==> src/rtl/dmem_port_arbiter_if.sv <==
// Data-memory port bundle: CPU requester, DBG requester and the shared memory side.
// The arbiter connects through the slave modport; requesters/memory model use master.
interface dmem_port_arbiter_if;
  // CPU (pipeline MEM stage) side
  logic        cpu_req;
  logic        cpu_we;
  logic [1:0]  cpu_size;
  logic        cpu_unsigned;
  logic [31:0] cpu_addr;
  logic [31:0] cpu_wdata;
  logic        cpu_stall;
  logic        cpu_err;
  logic        cpu_rvalid;
  logic [31:0] cpu_rdata;
  // Debug / loader side
  logic        dbg_req;
  logic        dbg_we;
  logic [31:0] dbg_addr;
  logic [31:0] dbg_wdata;
  logic        dbg_halt;
  logic        dbg_gnt;
  logic        dbg_rvalid;
  logic [31:0] dbg_rdata;
  // Data memory side
  logic [31:0] mem_addr;
  logic [31:0] mem_wdata;
  logic        mem_write;
  logic        mem_sw;
  logic        mem_sh;
  logic        mem_sb;
  logic        mem_lw;
  logic        mem_lh;
  logic        mem_lhu;
  logic        mem_lb;
  logic        mem_lbu;
  logic [31:0] mem_rdata;

  modport slave (
    input  cpu_req, cpu_we, cpu_size, cpu_unsigned, cpu_addr, cpu_wdata,
    output cpu_stall, cpu_err, cpu_rvalid, cpu_rdata,
    input  dbg_req, dbg_we, dbg_addr, dbg_wdata, dbg_halt,
    output dbg_gnt, dbg_rvalid, dbg_rdata,
    output mem_addr, mem_wdata, mem_write, mem_sw, mem_sh, mem_sb,
    output mem_lw, mem_lh, mem_lhu, mem_lb, mem_lbu,
    input  mem_rdata
  );

  modport master (
    output cpu_req, cpu_we, cpu_size, cpu_unsigned, cpu_addr, cpu_wdata,
    input  cpu_stall, cpu_err, cpu_rvalid, cpu_rdata,
    output dbg_req, dbg_we, dbg_addr, dbg_wdata, dbg_halt,
    input  dbg_gnt, dbg_rvalid, dbg_rdata,
    input  mem_addr, mem_wdata, mem_write, mem_sw, mem_sh, mem_sb,
    input  mem_lw, mem_lh, mem_lhu, mem_lb, mem_lbu,
    output mem_rdata
  );
endinterface

==> src/rtl/dmem_port_arbiter.sv <==
// Data-memory port arbiter: CPU has priority, DBG is protected from starvation by a
// wait counter and can take the port outright with dbg_halt. Grants and memory
// strobes are combinational; a 2-bit return tag routes the one-cycle-late read data.
// Optional statistics counters are built when DMEM_ARB_STATS_EN is defined.
module dmem_port_arbiter #(
  parameter int MAX_WAIT = 4,
  parameter int WAIT_W   = 3
) (
  input  logic                clock,
  input  logic                reset,
  dmem_port_arbiter_if.slave  bus
`ifdef DMEM_ARB_STATS_EN
  ,
  output logic [15:0]         stat_conflicts,
  output logic [15:0]         stat_cpu_stalls,
  output logic [15:0]         stat_starve_wins
`endif
);

  localparam logic [WAIT_W-1:0] MAX_CNT = WAIT_W'(MAX_WAIT);

  logic              cpu_ill;
  logic              cpu_valid;
  logic              cpu_win;
  logic              dbg_win;
  logic              starve_win;
  logic              cpu_stall;
  logic              dbg_gnt;

  logic [1:0]        rtag_q, rtag_d;
  logic [WAIT_W-1:0] wait_cnt_q, wait_cnt_d;
  logic              cpu_err_q, cpu_err_d;

  // An illegal size is dropped and does not compete for the port.
  assign cpu_ill   = bus.cpu_req & (bus.cpu_size == 2'b11);
  assign cpu_valid = bus.cpu_req & ~cpu_ill;

  // Winner selection: halt first, then lone requester, then starvation, then CPU.
  always_comb begin
    cpu_win    = 1'b0;
    dbg_win    = 1'b0;
    starve_win = 1'b0;
    if (bus.dbg_halt) begin
      dbg_win = bus.dbg_req;
    end else if (cpu_valid && bus.dbg_req) begin
      if (wait_cnt_q == MAX_CNT) begin
        dbg_win    = 1'b1;
        starve_win = 1'b1;
      end else begin
        cpu_win = 1'b1;
      end
    end else begin
      cpu_win = cpu_valid;
      dbg_win = bus.dbg_req;
    end
  end

  assign cpu_stall     = cpu_valid & ~cpu_win;
  assign dbg_gnt       = bus.dbg_req & dbg_win;
  assign bus.cpu_stall = cpu_stall;
  assign bus.dbg_gnt   = dbg_gnt;

  // Drive the memory port from the winner and decode the one-hot access strobe.
  always_comb begin
    bus.mem_addr  = 32'h0;
    bus.mem_wdata = 32'h0;
    bus.mem_write = 1'b0;
    bus.mem_sw    = 1'b0;
    bus.mem_sh    = 1'b0;
    bus.mem_sb    = 1'b0;
    bus.mem_lw    = 1'b0;
    bus.mem_lh    = 1'b0;
    bus.mem_lhu   = 1'b0;
    bus.mem_lb    = 1'b0;
    bus.mem_lbu   = 1'b0;
    if (cpu_win) begin
      bus.mem_addr  = bus.cpu_addr;
      bus.mem_wdata = bus.cpu_wdata;
      if (bus.cpu_we) begin
        bus.mem_write = 1'b1;
        case (bus.cpu_size)
          2'b00:   bus.mem_sb = 1'b1;
          2'b01:   bus.mem_sh = 1'b1;
          default: bus.mem_sw = 1'b1;
        endcase
      end else begin
        case (bus.cpu_size)
          2'b00: begin
            bus.mem_lbu = bus.cpu_unsigned;
            bus.mem_lb  = ~bus.cpu_unsigned;
          end
          2'b01: begin
            bus.mem_lhu = bus.cpu_unsigned;
            bus.mem_lh  = ~bus.cpu_unsigned;
          end
          default: bus.mem_lw = 1'b1;
        endcase
      end
    end else if (dbg_win) begin
      bus.mem_addr  = bus.dbg_addr;
      bus.mem_wdata = bus.dbg_wdata;
      if (bus.dbg_we) begin
        bus.mem_write = 1'b1;
        bus.mem_sw    = 1'b1;
      end else begin
        bus.mem_lw = 1'b1;
      end
    end
  end

  // Next state for return tag, starvation counter and error pulse.
  always_comb begin
    rtag_d    = {dbg_win & ~bus.dbg_we, cpu_win & ~bus.cpu_we};
    cpu_err_d = cpu_ill;
    if (!bus.dbg_req || dbg_gnt) begin
      wait_cnt_d = '0;
    end else if (wait_cnt_q != MAX_CNT) begin
      wait_cnt_d = wait_cnt_q + 1'b1;
    end else begin
      wait_cnt_d = wait_cnt_q;
    end
  end

  // State registers; reset discards any read in flight.
  always_ff @(posedge clock) begin
    if (reset) begin
      rtag_q     <= 2'b00;
      wait_cnt_q <= '0;
      cpu_err_q  <= 1'b0;
    end else begin
      rtag_q     <= rtag_d;
      wait_cnt_q <= wait_cnt_d;
      cpu_err_q  <= cpu_err_d;
    end
  end

  assign bus.cpu_err    = cpu_err_q;
  assign bus.cpu_rvalid = rtag_q[0];
  assign bus.dbg_rvalid = rtag_q[1];
  assign bus.cpu_rdata  = rtag_q[0] ? bus.mem_rdata : 32'h0;
  assign bus.dbg_rdata  = rtag_q[1] ? bus.mem_rdata : 32'h0;

`ifdef DMEM_ARB_STATS_EN
  logic [2:0]  stat_inc;
  logic [15:0] stat_q [3];

  assign stat_inc[0] = bus.cpu_req & bus.dbg_req;
  assign stat_inc[1] = cpu_stall;
  assign stat_inc[2] = starve_win;

  genvar gi;
  generate
    for (gi = 0; gi < 3; gi++) begin : g_stat
      // Saturating event counter.
      always_ff @(posedge clock) begin
        if (reset) begin
          stat_q[gi] <= 16'h0;
        end else if (stat_inc[gi] && stat_q[gi] != 16'hFFFF) begin
          stat_q[gi] <= stat_q[gi] + 16'h1;
        end
      end
    end
  endgenerate

  assign stat_conflicts   = stat_q[0];
  assign stat_cpu_stalls  = stat_q[1];
  assign stat_starve_wins = stat_q[2];
`endif

endmodule

==> src/flat_wrapper.sv <==
// flat-port wrapper written by rule: the top's interface ports become plain ports
module dmem_port_arbiter_flat 
#(
  parameter int MAX_WAIT = 4,
  parameter int WAIT_W   = 3
)
  (clock, reset, bus_cpu_req, bus_cpu_we, bus_cpu_size, bus_cpu_unsigned, bus_cpu_addr, bus_cpu_wdata, bus_cpu_stall, bus_cpu_err, bus_cpu_rvalid, bus_cpu_rdata, bus_dbg_req, bus_dbg_we, bus_dbg_addr, bus_dbg_wdata, bus_dbg_halt, bus_dbg_gnt, bus_dbg_rvalid, bus_dbg_rdata, bus_mem_addr, bus_mem_wdata, bus_mem_write, bus_mem_sw, bus_mem_sh, bus_mem_sb, bus_mem_lw, bus_mem_lh, bus_mem_lhu, bus_mem_lb, bus_mem_lbu, bus_mem_rdata);
  dmem_port_arbiter_if bus_i ();
  input  logic clock;
  input  logic reset;
  input wire logic [$bits(bus_i.cpu_req)-1:0] bus_cpu_req;
  input wire logic [$bits(bus_i.cpu_we)-1:0] bus_cpu_we;
  input wire logic [$bits(bus_i.cpu_size)-1:0] bus_cpu_size;
  input wire logic [$bits(bus_i.cpu_unsigned)-1:0] bus_cpu_unsigned;
  input wire logic [$bits(bus_i.cpu_addr)-1:0] bus_cpu_addr;
  input wire logic [$bits(bus_i.cpu_wdata)-1:0] bus_cpu_wdata;
  output wire logic [$bits(bus_i.cpu_stall)-1:0] bus_cpu_stall;
  output wire logic [$bits(bus_i.cpu_err)-1:0] bus_cpu_err;
  output wire logic [$bits(bus_i.cpu_rvalid)-1:0] bus_cpu_rvalid;
  output wire logic [$bits(bus_i.cpu_rdata)-1:0] bus_cpu_rdata;
  input wire logic [$bits(bus_i.dbg_req)-1:0] bus_dbg_req;
  input wire logic [$bits(bus_i.dbg_we)-1:0] bus_dbg_we;
  input wire logic [$bits(bus_i.dbg_addr)-1:0] bus_dbg_addr;
  input wire logic [$bits(bus_i.dbg_wdata)-1:0] bus_dbg_wdata;
  input wire logic [$bits(bus_i.dbg_halt)-1:0] bus_dbg_halt;
  output wire logic [$bits(bus_i.dbg_gnt)-1:0] bus_dbg_gnt;
  output wire logic [$bits(bus_i.dbg_rvalid)-1:0] bus_dbg_rvalid;
  output wire logic [$bits(bus_i.dbg_rdata)-1:0] bus_dbg_rdata;
  output wire logic [$bits(bus_i.mem_addr)-1:0] bus_mem_addr;
  output wire logic [$bits(bus_i.mem_wdata)-1:0] bus_mem_wdata;
  output wire logic [$bits(bus_i.mem_write)-1:0] bus_mem_write;
  output wire logic [$bits(bus_i.mem_sw)-1:0] bus_mem_sw;
  output wire logic [$bits(bus_i.mem_sh)-1:0] bus_mem_sh;
  output wire logic [$bits(bus_i.mem_sb)-1:0] bus_mem_sb;
  output wire logic [$bits(bus_i.mem_lw)-1:0] bus_mem_lw;
  output wire logic [$bits(bus_i.mem_lh)-1:0] bus_mem_lh;
  output wire logic [$bits(bus_i.mem_lhu)-1:0] bus_mem_lhu;
  output wire logic [$bits(bus_i.mem_lb)-1:0] bus_mem_lb;
  output wire logic [$bits(bus_i.mem_lbu)-1:0] bus_mem_lbu;
  input wire logic [$bits(bus_i.mem_rdata)-1:0] bus_mem_rdata;
  assign bus_i.cpu_req = bus_cpu_req;
  assign bus_i.cpu_we = bus_cpu_we;
  assign bus_i.cpu_size = bus_cpu_size;
  assign bus_i.cpu_unsigned = bus_cpu_unsigned;
  assign bus_i.cpu_addr = bus_cpu_addr;
  assign bus_i.cpu_wdata = bus_cpu_wdata;
  assign bus_cpu_stall = bus_i.cpu_stall;
  assign bus_cpu_err = bus_i.cpu_err;
  assign bus_cpu_rvalid = bus_i.cpu_rvalid;
  assign bus_cpu_rdata = bus_i.cpu_rdata;
  assign bus_i.dbg_req = bus_dbg_req;
  assign bus_i.dbg_we = bus_dbg_we;
  assign bus_i.dbg_addr = bus_dbg_addr;
  assign bus_i.dbg_wdata = bus_dbg_wdata;
  assign bus_i.dbg_halt = bus_dbg_halt;
  assign bus_dbg_gnt = bus_i.dbg_gnt;
  assign bus_dbg_rvalid = bus_i.dbg_rvalid;
  assign bus_dbg_rdata = bus_i.dbg_rdata;
  assign bus_mem_addr = bus_i.mem_addr;
  assign bus_mem_wdata = bus_i.mem_wdata;
  assign bus_mem_write = bus_i.mem_write;
  assign bus_mem_sw = bus_i.mem_sw;
  assign bus_mem_sh = bus_i.mem_sh;
  assign bus_mem_sb = bus_i.mem_sb;
  assign bus_mem_lw = bus_i.mem_lw;
  assign bus_mem_lh = bus_i.mem_lh;
  assign bus_mem_lhu = bus_i.mem_lhu;
  assign bus_mem_lb = bus_i.mem_lb;
  assign bus_mem_lbu = bus_i.mem_lbu;
  assign bus_i.mem_rdata = bus_mem_rdata;
  dmem_port_arbiter #(.MAX_WAIT(MAX_WAIT), .WAIT_W(WAIT_W)) u_core (.clock(clock), .reset(reset), .bus(bus_i));
endmodule
==> config.mk <==
export PLATFORM = sky130hd
export DESIGN_NAME = dmem_port_arbiter_flat
export DESIGN_NICKNAME = d
export VERILOG_FILES = /design/src/rtl/dmem_port_arbiter_if.sv /design/src/rtl/dmem_port_arbiter.sv /design/src/flat_wrapper.sv
export SDC_FILE = /design/constraint.sdc
export NUM_CORES = 1
export LEC_CHECK = 0
export ABC_AREA = 1
export CAP_MARGIN = 20
export CORE_AREA = 2 2 122 124
export CTS_CLUSTER_SIZE = 40
export DETAILED_ROUTE_END_ITERATION = 16
export DIE_AREA = 0 0 124 126
export PLACE_DENSITY_LB_ADDON = 0.08
export SKIP_CTS_REPAIR_TIMING = 1
export SLEW_MARGIN = 20
export SYNTH_ARGS = -nofsm -noshare
export SYNTH_HDL_FRONTEND = slang
export SYNTH_SLANG_ARGS = --single-unit
==> constraint.sdc <==
create_clock -name clock -period 1.65 [get_ports clock]
set_input_delay 0.165 -clock clock [delete_from_list [all_inputs] [get_ports clock]]
set_output_delay 0.165 -clock clock [all_outputs]
set_load 0.02 [all_outputs]
==> results of run 1 <==
flip-flops by register name, indices dropped and copies added, names as in the netlist:
signal / count
u_core.bus.cpu_err: 1
u_core.rtag_q: 2
u_core.wait_cnt_q: 3
metal layers:
layer	vias to the layer above	global-route usage	share of wire
li1	1815	-	-
met1	1524	0.114	0.32
met2	188	0.263	0.54
met3	12	0.0584	0.14
met4	2	0.0218	0.011
met5	-	0	0.0010
stage by stage:
stage / TNS (ns) / cells / utilization / hold WS [ns]
after floorplan: 0 / 405 / - / 0.237
after detailed placement: -40.73 / 899 / 0.360 / 0.507
final: -13.01 / 928 / 0.429 / 0.437
after global placement: -37.84 / 899 / 0.360 / 0.479
after CTS: -55.08 / 902 / 0.366 / 0.511
after global routing: -18.32 / 928 / 0.429 / 0.461
path summary, 6_finish.rpt:
kind | slack (ns) | cells after the start | startpoint | end
setup / recovery | -0.22 | 11 | u_core.wait_cnt_q[1]$_SDFFE_PP0P_ | bus_mem_addr[20]
hold / removal | 0.44 | 4 | bus_dbg_req | u_core.rtag_q[1]$_SDFF_PP0_
setup reg to reg | 0.04 | 11 | u_core.wait_cnt_q[0]$_SDFFE_PP0P_ | u_core.rtag_q[0]$_SDFF_PP0_
hold reg to reg | 0.55 | 2 | u_core.wait_cnt_q[2]$_SDFFE_PP0P_ | u_core.wait_cnt_q[1]$_SDFFE_PP0P_
worst max-delay path, cell delays in order (launching register included):
cell	delay [ns]
dfxtp_2	0.32
inv_2	0.07
ha_4	0.15
nand2_4	0.07
nand2_4	0.09
nor2_4	0.04
nor2_4	0.17
buf_12	0.16
clkbuf_16	0.16
nand2_1	0.05
nand2_1	0.08
buf_6	0.12
cell families after synthesis:
family / share of synthesized area
buffers and inverters: 0.238
adder cells (fa/ha/maj): 0.0144
AND/OR/NAND/NOR: 0.662
flip-flops: 0.0691
XOR/XNOR: 0.0101
AO/OA/AOI/OAI: 0.00576
synthesized netlist by cell type (all sizes together):
cell	n
nand2	271
inv	75
nor2	17
buf	14
nand3	9
clkbuf	6
dfxtp	6
a21oi	2
ha	2
nor3	1
xnor2	1
xor2	1
power by group:
group / switching (W) / internal (W) / total, W
Clock: 0.0000807 / 0.000311 / 0.000392
Sequential: 0.00000187 / 0.000149 / 0.000151
Combinational: 0.000650 / 0.000865 / 0.00151
Total: 0.000733 / 0.00132 / 0.00206
area by class of cell:
class                      instances  area, sq um
sequential                         6          123
antenna                            1         2.50
multi-input combinational        304         1440
inverter                          75          289
clock buffer                       3         75.1
tap                              184          230
timing repair buffer             355         3970
fill                            1508         8180
==> impl_summary.log, run 1 <==
[metrics] post-route worst setup slack: -0.217 ns
[metrics] average size of a mapped cell: roughly 4.3 sq um
[metrics] Crit Path Class: register to output port
[metrics] final HPWL from detailed placement: 9.74 mm
[metrics] drt first pass iters: 4
[metrics] via total after detailed routing: approximately 3500
[metrics] timing-limited maximum frequency: around 540 MHz
[metrics] flip-flop and latch count after synthesis: 6
[metrics] GR Util All Layers: 0.129
[metrics] total standard cell area after synthesis: 1740 sq um
[metrics] port buffer count: just over 300
[metrics] transition at the pin with the smallest max-transition slack: 0.266 ns
[metrics] cts bufs inserted: 3
[metrics] final slew viol count: 0
[metrics] fin nets: roughly 920
[metrics] power consumption: between 0.002 and 0.0025 W
[metrics] source-to-sink clock delay at the later pin of the worst-skew pair: 0.23 ns
[metrics] Final min period: between 1.5 and 2 ns
[metrics] run status: complete, but fails checks
[metrics] Critical Path Source Type: register
[metrics] post-route clock period utilization: 1.13
[metrics] final count of hold timing violations: 0
[metrics] root buffer cell: clkbuf_16
[metrics] area of the die: around 16000 sq um
[metrics] global-route congestion overflow total: 0
[metrics] critical-path maximum fanout: 10
[metrics] TritonCTS clock tree: built
[metrics] drt via density: roughly 3.8
[metrics] total leakage power: 4.30 nW
[metrics] die span in x: approximately 120 um
[metrics] data arrival time of the critical path: between 1.5 and 2 ns
[metrics] # rows: 44
[metrics] violated checks: negative setup slack
[metrics] worst IR drop on VDD: around 0.00024 V
[metrics] # DRC: 0
[metrics] clock skew after layout: between 0.0015 and 0.002 ns
[metrics] WP data required: between 1 and 1.5 ns
[metrics] Crit. End Element: output port
[metrics] unrepaired setup endpoints after global routing: true
[metrics] layout cell share with drive strength beyond 1: 0.250
[metrics] RePlAce Congestion: ~0.8
[metrics] initial core utilization: 0.121
[metrics] final instance area: a little over 6000 sq um
[metrics] Post-Syn Instances: between 400 and 500
[metrics] Hold/Removal Path Class: input pin to register
[metrics] clock-pin slew on the worst setup and hold paths: about 0.030 ns
[metrics] total of endpoints with negative setup slack in the final report: between 70 and 80
[metrics] Clock Sink Count: 6
[metrics] power density of the placed cells: around 340 nW/um^2
[metrics] most common library cell in the layout ignoring fill and taps: nand2_1
[metrics] maximum buffer depth of the clock tree: 2
[metrics] via count of the first global-routing pass: a little over 3000
[metrics] standard cell core area: ~14000 sq um
[metrics] largest net degree at the start of global routing: around 50
[metrics] wire length of the first global-routing pass: between 15 and 20 mm
[metrics] antenna violation net count after detailed routing: 0
[metrics] y dimension of the die: 126 um
[metrics] net count after synthesis: a little under 600
[metrics] share of the yosys chip area belonging to registers: 0.0691
[metrics] antenna violations before repair: 2
[metrics] total number of yosys warnings: 0
[metrics] top-level port count: between 300 and 400
[metrics] H-Tree Depth: 1
[metrics] Cell Area, Placed: slightly above 5000 sq um
[metrics] highest-count cells in the layout ignoring fill and taps: 226 x nand2_1, 171 x clkdlybuf4s50_1, 71 x inv_1, 70 x buf_6, 65 x dlymetal6s2s_1
[metrics] Worst Setup Slack post-DPL: -0.627 ns
[metrics] routed wirelength normalized by instance count: between 10 and 15 um
[metrics] largest cells by area after synthesis: nand2_1 58%, inv_1 16%, dfxtp_1 6.9%
[metrics] area added between synthesis and finish: 253%
[metrics] wirelength, routed: roughly 13 mm
[metrics] total of max-cap violations: 0
[metrics] relative slew slack: 0.822
[metrics] detailed router's first-iteration violation count: 46
[metrics] number of unique standard cell types used by synthesis: 19
[metrics] portion of synthesized cell area occupied by the leading cell type: 0.583
[metrics] cell type with the largest total area after synthesis: nand2_1
No activity file was read; power rests on OpenSTA's default activity.
==> run 2, diff against run 1 <==
Settings changed: CTS_CLUSTER_DIAMETER set to 30.
==> results of run 2 <==
Final layout, timing and power as in run 1 (identical DEF).
==> run 3, diff against run 2 <==
Settings changed: CELL_PAD_IN_SITES_DETAIL_PLACEMENT set to 1, CELL_PAD_IN_SITES_GLOBAL_PLACEMENT set to 1, CORE_AREA 2 2 122 124 to 2 2 124 150, DIE_AREA 0 0 124 126 to 0 0 126 152.
==> impl_summary.log, run 3 (synthesis gave the netlist of run 1 again) <==
[metrics] post-route clock period utilization: 1.24 (+0.108)
[metrics] via total after detailed routing: 3746 (+5.8%)
[metrics] cts bufs inserted: 3 (unchanged)
[metrics] standard cell core area: 17800 sq um (+25%)
[metrics] post-route worst setup slack: -0.395 ns (-0.178 ns)
[metrics] initial core utilization: 0.0974 (-0.0240)
[metrics] critical path, cell by cell: inv_2, ha_4, nand2_4, buf_6, nor2_4, nor2_4, buf_6, buf_6, buf_6, buf_6, buf_6, nand3_4, nand2_2, buf_6
[metrics] data arrival time of the critical path: 1.88 ns (+0.18 ns)
[metrics] drt first pass iters: 4 (unchanged)
[metrics] worst IR drop on VDD: 0.000208 V (-14%)
[metrics] Most flops, register: u_core.wait_cnt_q
[metrics] layout cell share with drive strength beyond 1: 0.296 (+0.0456)
[metrics] Final min period: 2.05 ns (+0.178 ns)
[metrics] total leakage power: 4.37 nW (+1.7%)
[metrics] Crit Path Class: register to output port
[metrics] area of the die: 19200 sq um (+23%)
[metrics] number of diodes added for antenna fixing: 0 (-1)
[metrics] endpoint of the worst-slack reg-to-reg timing path: u_core.rtag_q[0]$_SDFF_PP0_
[metrics] timing-limited maximum frequency: 489 MHz (-8.7%)
[metrics] Cell Area, Placed: 5210 sq um (+1.0%)
[metrics] FILL cells: 2200 (+46%)
[metrics] die span in x: 126 um (+1.6%)
[metrics] transition at the pin with the smallest max-transition slack: 0.292 ns (+0.0260 ns)
[metrics] number of buffers and inverters on the critical path: 8 (+4)
[metrics] clock-pin slew on the worst setup and hold paths: 0.03 ns (about the same)
[metrics] H-Tree Depth: 1 (unchanged)
[metrics] total stage count of the critical path: 14 (+3)
[metrics] run status: complete, but fails checks
[metrics] GR Util All Layers: 0.125 (-0.00469)
[metrics] unrepaired setup endpoints after global routing: true
[metrics] wire length of the first global-routing pass: 19.3 mm (+23%)
[metrics] WP data required: 1.48 ns (about the same)
[metrics] Hold/Removal Path Class: input pin to register
[metrics] final HPWL from detailed placement: 11.2 mm (+15%)
[metrics] RePlAce Congestion: 0.748 (-6.7%)
[metrics] total of endpoints with negative setup slack in the final report: 75 (+1.4%)
[metrics] root buffer cell: clkbuf_16
[metrics] source-to-sink clock delay at the later pin of the worst-skew pair: 0.23 ns (about the same)
[metrics] global-route congestion overflow total: 0 (unchanged)
[metrics] relative slew slack: 0.805 (-0.0174)
[metrics] detailed router's first-iteration violation count: 45 (-2.2%)
[metrics] drt via density: 3.82 (about the same)
[metrics] non-filler cells in the finished layout: 981 (+5.7%)
[metrics] area added between synthesis and finish: 264%
[metrics] Min Hold Slack: 0.379 ns (-0.0584 ns)
[metrics] fin nets: 931 (+1.5%)
[metrics] antenna violations before repair: 1 (-1)
[metrics] top-level port count: 312 (unchanged)
[metrics] dominant delay contributor by cell family on the critical path: buffers and inverters
[metrics] final instance area: 6330 sq um (+3.2%)
[metrics] CP Launch Point: u_core.wait_cnt_q[0]$_SDFFE_PP0P_
[metrics] antenna violation net count after detailed routing: 0 (unchanged)
[metrics] multi-input gate area in the final layout: 1530 sq um (+5.7%)
[metrics] violated checks: negative setup slack
[metrics] setup slack, reg-to-reg: 0.15 ns (+0.11 ns)
[metrics] startpoint of the most critical register-to-register path: u_core.wait_cnt_q[0]$_SDFFE_PP0P_
[metrics] total of max-cap violations: 0 (unchanged)
[metrics] routed wirelength normalized by instance count: 15.0 um (+6.5%)
[metrics] highest-count cells in the layout ignoring fill and taps: 203 x nand2_1, 172 x clkdlybuf4s50_1, 89 x buf_6, 72 x inv_1, 64 x dlymetal6s2s_1
[metrics] wirelength, routed: 14.7 mm (+13%)
[metrics] largest net degree at the start of global routing: 43 (-16%)
[metrics] Worst Setup Slack post-DPL: -0.637 ns (-0.0103 ns)
[metrics] Clock Sink Count: 6 (unchanged)
[metrics] clock skew after layout: 0.00118 ns (-0.000495 ns)
[metrics] most prevalent standard cell on the critical path: buf_6
[metrics] port buffer count: 311 (unchanged)
[metrics] worst-case reg-to-reg path depth: 11 (unchanged)
[metrics] # rows: 54 (+23%)
[metrics] TritonCTS clock tree: built
[metrics] max reg flops: 3 (unchanged)
[metrics] critical-path maximum fanout: 3 (-7)
[metrics] end point of the critical path: bus_mem_lw
[metrics] via count of the first global-routing pass: 3624 (+19%)
[metrics] y dimension of the die: 152 um (+21%)
[metrics] maximum buffer depth of the clock tree: 2 (unchanged)
[metrics] Seq. cell area: 123 sq um (unchanged)
[metrics] power density of the placed cells: 331 nW/um^2 (-1.3%)
[metrics] Crit. End Element: output port
[metrics] most common library cell in the layout ignoring fill and taps: nand2_1
[metrics] highest-delay cell along the critical path: dfxtp_2
[metrics] Final Core Density: 0.355 (-0.0735)
[metrics] final count of hold timing violations: 0 (unchanged)
[metrics] largest incremental delay on the critical path: 0.32 ns (about the same)
[metrics] number of cells after detailed placement: 938 (+4.3%)
[metrics] # DRC: 0 (unchanged)
[metrics] Critical Path Source Type: register
[metrics] final slew viol count: 0 (unchanged)
## run 3: worst reg2reg max path, stage by stage (launching register included)
cell	delay (ns)
dfxtp_2	0.33
inv_2	0.05
ha_4	0.16
nand2_4	0.08
buf_6	0.11
nor2_4	0.03
nor2_4	0.12
buf_6	0.13
buf_6	0.11
inv_8	0.06
buf_4	0.12
nor3_1	0.12
## run 3: worst min-delay path by stage
stage	startpoint	end	slack, ns	cells after the start
2_1_floorplan	reset	u_core.rtag_q[1]$_SDFF_PP0_	0.24	1
3_5_place_dp	u_core.wait_cnt_q[1]$_SDFFE_PP0P_	u_core.wait_cnt_q[1]$_SDFFE_PP0P_	0.59	3
6_report	bus_dbg_req	u_core.rtag_q[1]$_SDFF_PP0_	0.38	3
5_1_grt	bus_dbg_req	u_core.rtag_q[1]$_SDFF_PP0_	0.44	3
4_1_cts	reset	u_core.rtag_q[0]$_SDFF_PP0_	0.57	2
3_3_place_gp	u_core.wait_cnt_q[1]$_SDFFE_PP0P_	u_core.wait_cnt_q[1]$_SDFFE_PP0P_	0.59	3
## run 3: cell type report
class	count	share of cell area
clock buffers	3	0.0119
inverters	75	0.0456
multi-input cells	304	0.241
flip-flops and latches	6	0.0194
well taps	224	0.0443
repair buffers	369	0.638
## run 3: metrics by stage
stage,power (W),setup TNS [ns]
floorplan,0.000608,0
global placement,0.00145,-40.18
detailed placement,0.00146,-41.44
CTS,0.00187,-57.80
global route,0.00222,-24.08
finish,0.00210,-17.55
## run 3: routing by layer
layer  up-vias  GRT usage  routed length (um)
met5         -          0                  11
li1       1846          -                   -
met1      1678      0.121                4910
met4         2     0.0204                  72
met2       214      0.244                8010
met3         6     0.0539                1690
## run 3: power by group
group          internal [W]  switching (W)
registers          0.000149     0.00000196
logic              0.000873       0.000680
clock network      0.000311      0.0000811
